### config.mk
export PLATFORM = sky130hd
export DESIGN_NAME = bsg_manycore_subpod_link_reset_seq
export DESIGN_NICKNAME = d
export VERILOG_FILES = /design/src/rtl/bsg_manycore_subpod_link_reset_seq_pkg.sv /design/src/rtl/bsg_manycore_reset_seq_timer.sv /design/src/rtl/bsg_manycore_subpod_link_reset_seq.sv
export SDC_FILE = /design/constraint.sdc
export NUM_CORES = 1
export LEC_CHECK = 0
export BUFFER_PORTS_ARGS = -buffer_cell sky130_fd_sc_hd__buf_2
export CAP_MARGIN = 40
export CORE_ASPECT_RATIO = 0.8
export CORE_MARGIN = 2
export CORE_UTILIZATION = 57
export CTS_BUF_LIST = sky130_fd_sc_hd__clkbuf_8
export DETAILED_ROUTE_END_ITERATION = 6
export PLACE_DENSITY = 0.81
export SYNTH_ARGS = -nofsm -noshare
export SYNTH_HDL_FRONTEND = slang
export SYNTH_SLANG_ARGS = --single-unit
export TNS_END_PERCENT = 10
### constraint.sdc
create_clock -name clk_i -period 2.5 [get_ports clk_i]
set_clock_uncertainty 0.15 [all_clocks]
set_input_delay 0.125 -clock clk_i [delete_from_list [all_inputs] [get_ports clk_i]]
set_output_delay 0.125 -clock clk_i [all_outputs]
set_load 0.01 [all_outputs]
### src/rtl/bsg_manycore_subpod_link_reset_seq_pkg.sv
// Shared types and sizing helpers for the subpod link/core reset sequencer.
package bsg_manycore_subpod_link_reset_seq_pkg;

  // WAIT_ALIVE and ERROR keep their codes even when the watchdog is compiled out
  typedef enum logic [3:0] {
    s_idle       = 4'd0,
    s_assert     = 4'd1,
    s_token      = 4'd2,
    s_settle     = 4'd3,
    s_up         = 4'd4,
    s_down       = 4'd5,
    s_ds         = 4'd6,
    s_done       = 4'd7,
    s_wait_alive = 4'd8,
    s_error      = 4'd9
  } state_e;

  function automatic int safe_clog2(input int x);
    int r;
    r = 0;
    while ((1 << r) < x) r++;
    return (r < 1) ? 1 : r;
  endfunction

  function automatic int max4(input int a, input int b, input int c, input int d);
    int m;
    m = a;
    if (b > m) m = b;
    if (c > m) m = c;
    if (d > m) m = d;
    return m;
  endfunction

  // Counter width wide enough to hold the largest dwell value
  function automatic int ctr_width(input int hold, input int tok, input int core, input int timeout);
    return safe_clog2(max4(hold, tok, core, timeout) + 1);
  endfunction

endpackage

### src/rtl/bsg_manycore_reset_seq_timer.sv
// Loadable down-counter shared by every timed state of the reset sequencer.
module bsg_manycore_reset_seq_timer
  import bsg_manycore_subpod_link_reset_seq_pkg::*;
#(
  parameter int width_p = 8
) (
  input  logic               clk_i,
  input  logic               reset_i,
  input  logic               load_i,
  input  logic [width_p-1:0] load_val_i,
  output logic               zero_o
);

  logic [width_p-1:0] count_r;

  always_ff @(posedge clk_i) begin
    if (reset_i)
      count_r <= '0;
    else if (load_i)
      count_r <= load_val_i;
    else if (count_r != '0)
      count_r <= count_r - 1'b1;
  end

  assign zero_o = (count_r == '0);

endmodule

### src/rtl/bsg_manycore_subpod_link_reset_seq.sv
// Sequences bsg_link_sdr token/uplink/downlink/downstream resets and the core reset.
// Optional link-alive watchdog with retries: BSG_MANYCORE_SUBPOD_LINK_WATCHDOG_EN.
module bsg_manycore_subpod_link_reset_seq
  import bsg_manycore_subpod_link_reset_seq_pkg::*;
#(
  parameter int hold_cycles_p        = 16,
  parameter int token_pulse_cycles_p = 4,
  parameter int core_delay_cycles_p  = 32,
  parameter int timeout_cycles_p     = 1024,
  parameter int max_retries_p        = 3
) (
  input  logic       clk_i,
  input  logic       reset_i,
  input  logic       start_i,
  input  logic       disable_i,
  input  logic       link_alive_i,
  output logic       token_reset_o,
  output logic       uplink_reset_o,
  output logic       downlink_reset_o,
  output logic       downstream_reset_o,
  output logic       core_reset_o,
  output logic       busy_o,
  output logic       done_o,
  output logic       err_o,
  output logic [3:0] state_o
);

  localparam int cw_lp = ctr_width(hold_cycles_p, token_pulse_cycles_p,
                                   core_delay_cycles_p, timeout_cycles_p);

  // Timer holds N-1 on entry so the state dwells exactly N cycles
  localparam logic [cw_lp-1:0] hold_ld_lp = cw_lp'(hold_cycles_p - 1);
  localparam logic [cw_lp-1:0] tok_ld_lp  = cw_lp'(token_pulse_cycles_p - 1);
  localparam logic [cw_lp-1:0] core_ld_lp = cw_lp'(core_delay_cycles_p - 1);

  state_e             state_r, state_n;
  logic               timer_load;
  logic [cw_lp-1:0]   timer_load_val;
  logic               timer_zero;

  bsg_manycore_reset_seq_timer #(.width_p(cw_lp)) timer (
    .clk_i      (clk_i),
    .reset_i    (reset_i),
    .load_i     (timer_load),
    .load_val_i (timer_load_val),
    .zero_o     (timer_zero)
  );

`ifdef BSG_MANYCORE_SUBPOD_LINK_WATCHDOG_EN
  localparam int rw_lp = safe_clog2(max_retries_p + 1);
  localparam logic [cw_lp-1:0] timeout_ld_lp = cw_lp'(timeout_cycles_p - 1);
  localparam logic [rw_lp-1:0] retry_max_lp  = rw_lp'(max_retries_p);

  logic [rw_lp-1:0] retry_cnt_r;
  logic             retry_clr, retry_inc;

  always_ff @(posedge clk_i) begin
    if (reset_i)
      retry_cnt_r <= '0;
    else if (retry_clr)
      retry_cnt_r <= '0;
    else if (retry_inc)
      retry_cnt_r <= retry_cnt_r + 1'b1;
  end
`else
  logic unused_watchdog_cfg;
  assign unused_watchdog_cfg = link_alive_i ^ (max_retries_p != 0);
`endif

  always_ff @(posedge clk_i) begin
    if (reset_i)
      state_r <= s_idle;
    else
      state_r <= state_n;
  end

  always_comb begin
    state_n        = state_r;
    timer_load     = 1'b0;
    timer_load_val = '0;
`ifdef BSG_MANYCORE_SUBPOD_LINK_WATCHDOG_EN
    retry_clr      = 1'b0;
    retry_inc      = 1'b0;
`endif
    case (state_r)
      s_idle, s_done: begin
        if (start_i) begin
          state_n = s_assert; timer_load = 1'b1; timer_load_val = hold_ld_lp;
        end
      end
      s_assert: if (timer_zero) begin
        state_n = s_token; timer_load = 1'b1; timer_load_val = tok_ld_lp;
      end
      s_token: if (timer_zero) begin
        state_n = s_settle; timer_load = 1'b1; timer_load_val = hold_ld_lp;
      end
      s_settle: if (timer_zero) begin
        state_n = s_up; timer_load = 1'b1; timer_load_val = hold_ld_lp;
      end
      s_up: if (timer_zero) begin
        state_n = s_down; timer_load = 1'b1; timer_load_val = hold_ld_lp;
      end
      s_down: if (timer_zero) begin
        state_n = s_ds; timer_load = 1'b1; timer_load_val = core_ld_lp;
      end
`ifdef BSG_MANYCORE_SUBPOD_LINK_WATCHDOG_EN
      s_ds: if (timer_zero) begin
        state_n = s_wait_alive; timer_load = 1'b1; timer_load_val = timeout_ld_lp;
      end
      s_wait_alive: begin
        if (link_alive_i) begin
          state_n = s_done; retry_clr = 1'b1;
        end else if (timer_zero) begin
          if (retry_cnt_r == retry_max_lp) begin
            state_n = s_error;
          end else begin
            state_n = s_assert; timer_load = 1'b1; timer_load_val = hold_ld_lp;
            retry_inc = 1'b1;
          end
        end
      end
      s_error: if (start_i) begin
        state_n = s_assert; timer_load = 1'b1; timer_load_val = hold_ld_lp;
        retry_clr = 1'b1;
      end
`else
      s_ds: if (timer_zero) state_n = s_done;
`endif
      default: state_n = s_idle;
    endcase
    // disable overrides everything, including a same-cycle start
    if (disable_i) begin
      state_n    = s_idle;
      timer_load = 1'b0;
`ifdef BSG_MANYCORE_SUBPOD_LINK_WATCHDOG_EN
      retry_clr  = 1'b1;
      retry_inc  = 1'b0;
`endif
    end
  end

  always_comb begin
    token_reset_o      = 1'b0;
    uplink_reset_o     = 1'b1;
    downlink_reset_o   = 1'b1;
    downstream_reset_o = 1'b1;
    core_reset_o       = 1'b1;
    busy_o             = 1'b0;
    done_o             = 1'b0;
    err_o              = 1'b0;
    case (state_r)
      s_assert, s_settle: busy_o = 1'b1;
      s_token: begin
        token_reset_o = 1'b1; busy_o = 1'b1;
      end
      s_up: begin
        uplink_reset_o = 1'b0; busy_o = 1'b1;
      end
      s_down: begin
        uplink_reset_o = 1'b0; downlink_reset_o = 1'b0; busy_o = 1'b1;
      end
`ifdef BSG_MANYCORE_SUBPOD_LINK_WATCHDOG_EN
      s_ds, s_wait_alive: begin
`else
      s_ds: begin
`endif
        uplink_reset_o = 1'b0; downlink_reset_o = 1'b0;
        downstream_reset_o = 1'b0; busy_o = 1'b1;
      end
      s_done: begin
        uplink_reset_o = 1'b0; downlink_reset_o = 1'b0;
        downstream_reset_o = 1'b0; core_reset_o = 1'b0; done_o = 1'b1;
      end
`ifdef BSG_MANYCORE_SUBPOD_LINK_WATCHDOG_EN
      s_error: err_o = 1'b1;
`endif
      default: ;
    endcase
  end

  assign state_o = state_r;

endmodule

**After elaboration in Yosys (flattened, before gate mapping)**

Cells that the tools add are included.

- Register bits: 15
- Input port bits: 5
- Output and inout port bits: 12
- Word-level logic and storage cells: 56

- Add/sub/neg operators: 1
- Equal/unequal tests: 14
- Muxes and demuxes: 26
- Reductions and logical operators: 13

Operators with widths:

| kind | number |
|---|---|
| $mux W4 | 9 |
| $pmux W4 S7 | 1 |
| $mux W11 | 2 |
| $pmux W5 S4 | 1 |
| $eq A4 B3 Y1 const B | 4 |
| $ne A2 B1 Y1 const B | 6 |
| $logic_not A11 Y1 | 1 |
| $reduce_bool A11 Y1 | 1 |
| $sub A11 B1 Y11 const B | 1 |
| $mux W1 | 10 |
| $eq A4 B2 Y1 const B | 2 |
| $reduce_and A7 Y1 | 1 |
| $reduce_or A2 Y1 | 3 |
| $reduce_or A3 Y1 | 2 |
| $reduce_or A6 Y1 | 1 |
| $mux W5 | 1 |
| $reduce_or A5 Y1 | 1 |
| $eq A4 B1 Y1 const B | 1 |
| $logic_not A4 Y1 | 1 |
| $reduce_or A4 Y1 | 1 |
| $mux W2 | 1 |
| $ne A2 B2 Y1 const B | 1 |
| $pmux W1 S2 | 1 |
| $reduce_bool A2 Y1 | 1 |

**Depth between registers and ports, before layout**

- Depth after elaboration: 5
- Depth in mapped cells: 6
- Gate-level depth less buffers: 6

**Hierarchy**

Synthesis repeated with hierarchy kept, for this count alone.

- Cell total of the unflattened synthesis: 118
- Area total of the unflattened synthesis: 948.4 um2

By module, submodules not included:

| module | instances | cells each | area each (um2) |
|---|---|---|---|
| bsg_manycore_reset_seq_timer | 1 | 72 | 626.9 |
| bsg_manycore_subpod_link_reset_seq | 1 | 46 | 321.6 |

**Worst setup path after synthesis**

OpenSTA, ideal clock, no wires.

- Kind: flip-flop to flip-flop
- Start point: reg timer.count_r[0]
- End point: reg timer.count_r[6]
- Arrival: 1,678 ps
- Slack: 602 ps
- Stages on the path, launching flop included: 7
- Path buffers: 0
- Clock period less this slack: 1,898 ps
- Cell sequence: dfxtp_1 inv_1 ha_1 or3b_4 or3_1 or3_1 a21oi_1

- Word-level cells in the longest chain between the ends: 5

Ends and longest elaborated chain:

| item | RTL line | RTL |
|---|---|---|
| from (decl) | bsg_manycore_reset_seq_timer.sv:14 | `logic [width_p-1:0] count_r;` |
| from (signal assigned) | bsg_manycore_reset_seq_timer.sv:20 | `count_r <= load_val_i;` |
| from (signal assigned) | bsg_manycore_reset_seq_timer.sv:22 | `count_r <= count_r - 1'b1;` |
| branches (longest 5 deep; another with $sub A11 B1 Y11) | n/a |  |

Parallel ways; which one is timed is not known. The select of a mux whose other input is x is not followed.
A chain may end at the register's enable or synchronous reset.

**Worst setup path in the final report**

- Start point: reg timer.count_r[0]
- End point: reg state_r[0], in the netlist state_o[0]

- Word-level cells in the longest chain between the ends: 3

Ends and longest elaborated chain:

| item | RTL line | RTL |
|---|---|---|
| $logic_not A11 Y1 (*) | bsg_manycore_reset_seq_timer.sv:25 | `assign zero_o = (count_r == '0);` |
| $ne A2 B1 Y1 (no source line) | n/a |  |
| $reduce_and A7 Y1 (no source line) (*) | n/a |  |
| to (signal assigned) | bsg_manycore_subpod_link_reset_seq.sv:72 | `state_r <= s_idle;` |
| to (signal assigned) | bsg_manycore_subpod_link_reset_seq.sv:74 | `state_r <= state_n;` |
| to (decl) | bsg_manycore_subpod_link_reset_seq.sv:36 | `state_e state_r, state_n;` |

Every way passes the cells marked *; elsewhere a longest branch is shown, timed or not.

==> metrics <==
status completed; unrepaired setup endpoints after global routing false; Seq/Total Area, Yosys 28.5%; fin nets 144; Core Footprint 1630 µm²; # Max-Cap Violations 0; Worst Hold Launch start_i; power density over the cells 1210 nW/µm²; kind of critical path flip-flop to flip-flop; Post-Place Worst Slack 422 ps; Leak Pwr 0.462 nW; width of the die 50.4 µm; FP Rows 13; Main synth FF type dfxtp_1; worst-case clock buffer depth 2; I/O Buffers 13; Peak Freq 0.472 GHz; first element of the critical path timer.count_r[0]; vias in the first global route 712; CP required 2540 ps; Fill cells 153; die area 2070 µm²; Detailed Route WL 2060 µm; WL per Instance 13.5 µm; Mapped Cells 115; clock latency on the worst-skew pair 240 ps; Vias/cell 5.74; asr flop ratio synth 0%; Multi-input gate area 653 µm²; largest net degree at the start of global routing 16; total global-route track usage 20.6%; routability-driven placement congestion ratio 0.816; sequential cell area 280 µm²; Vias 878; Distinct cells, synth 41; DP Wirelength 1530 µm; kind of end point of the critical path flip-flop; Yosys Warn Count 0; Ant. Diodes 0; Worst-path clk slew 60 ps; Worst slew margin 60.1%; syn avg cell area 8.54 µm²; H-Tree Depth 1; placed cell areas 1060 µm²; Worst Path Arrival 2160 ps; initial core utilization 60.4%; worst hold path class input port to flip-flop; clk root buf clkbuf_8; Slew Viols, Final 0; EDFF count, synth 0; gr ovfl total 0; Num CTS Buffers 3; remaining antenna violation count 0; global-route wire length before repair 3090 µm; setup TNS 0 ps; RR Startpoint timer.count_r[0]; Hold Vio Cnt, Final 0; Final period util 84.7%; Worst-Margin Slew 593 ps; Initial DRC Count 17; Final WS setup 382 ps; Critical Path Fanout Max 6; Tmin final 2120 ps; Yosys reg bits 14; Setup Buffers After CTS 0; CTS tree yes; layout cell share with drive strength beyond 1 20.6%; die height 41.1 µm; Layout area overhead 14.1%; remaining routing DRC violations 0; initial antenna violation count 0; Final Instance Area 1120 µm²; Sink Count 14; Initial DRT Pass Iterations 4; peak supply drop 0.826 mV; Netlist Area Pre-Place 982 µm²; type of origin of the critical path flip-flop; Total Power 1.36 mW; Finish-stage setup viols 0; IO Pins 17
-- what timing repair did --
action                                 4_1_cts  5_1_grt
gates resized for setup                      0        0
endpoints found under the hold margin        3        0
hold buffers                                 2        0
-- per-layer routing --
metal,vias up,part of all wire [%],routed length (µm),GRT usage [%]
li1,453,-,-,-
met5,-,0,0,0
met4,0,0.39,8,3.38
met1,406,50,1040,27.1
met3,2,4.6,95,6.57
met2,17,44,916,34.2
-- state kept, by name, indices dropped and copies added, names as in the netlist --
| name | count |
|---|---|
| timer.count_r | 11 |
| state_o | 3 |
-- placed cells by master (no fill, tap or decap), drive strengths merged, types with 3 or more instances in the layout --
cell,instances
dfxtp,14
buf,13
nor2,10
inv,9
o21ai,6
ha,6
nor3,6
a21oi,6
nand2,5
mux2i,5
xor2,5
nor2b,3
nand2b,3
or3,3
o31a,3
clkbuf,3
-- area by class of cell --
cell class | count | share of cell area (%)
sequential | 14 | 25.0
timing repair buffer | 15 | 7.59
tap | 22 | 2.46
clock buffer | 3 | 3.68
inverter | 9 | 3.01
multi-input combinational | 90 | 58.3
-- through the flow --
stage / instances / hold WS (ps) / util, %
2_1_floorplan: 116 / 44.1 / -
3_3_place_gp: 148 / 223 / 65.2
3_5_place_dp: 148 / 244 / 65.2
4_1_cts: 153 / 196 / 68.9
5_1_grt: 153 / 224 / 68.9
6_report: 153 / 195 / 68.9
-- power by group --
part | internal [mW] | total [mW] | switching [mW]
sequential | 0.312 | 0.432 | 0.120
clock | 0.107 | 0.183 | 0.0769
combinational | 0.357 | 0.745 | 0.388
-- kinds of logic (layout without fill, tap and decap cells) --
logic type | count (synthesis) | count (layout) | synth area share (%)
DFF | 14 | 14 | 28.5
muxes | 5 | 5 | 5.10
adders and majority gates | 6 | 6 | 7.64
xor gates and xnor gates | 6 | 6 | 5.35
buffers and inverters | 12 | 27 | 5.35
AOI/OAI and AO/OA | 29 | 29 | 20.9
and+or+nand+nor | 42 | 42 | 26.8
other | 1 | 2 | 0.382
-- worst max-delay path, cell delays in order (launching register included) --
cell and delay [ps]:
dfxtp_1 340, inv_1 100, ha_1 190, nor4b_1 360
nand3_1 360, a21oi_1 330, o221a_2 230
-- cells in the mapped netlist (all sizes together), types with 2 or more instances --
cell | count | share of area, %
dfxtp | 14 | 29
or4 | 2 | 2.3
a211oi | 2 | 1.5
buf | 2 | 1.5
o31ai | 2 | 1.5
a31oi | 2 | 1.3
nor2b | 3 | 1.9
ha | 6 | 7.6
or3 | 3 | 1.9
nor2 | 10 | 3.8
nand2 | 5 | 1.9
xor2 | 5 | 4.5
nor4 | 2 | 1.9
nand2b | 3 | 1.9
o21ai | 6 | 3.1
o311ai | 2 | 1.8
or3b | 2 | 2.0
o31a | 3 | 2.7
mux2i | 5 | 5.1
a21oi | 6 | 3.4
inv | 9 | 3.4
nor3 | 6 | 4.2
-- worst paths after layout --
kind / to / slack [ps] / depth (start not counted)
hold reg to reg: timer.count_r[8] / 390 / 2
hold / removal: timer.count_r[2] / 200 / 3
setup reg to reg: state_o[0] / 380 / 6
setup / recovery: state_o[0] / 380 / 6
Power figures use the tool's default switching activity.
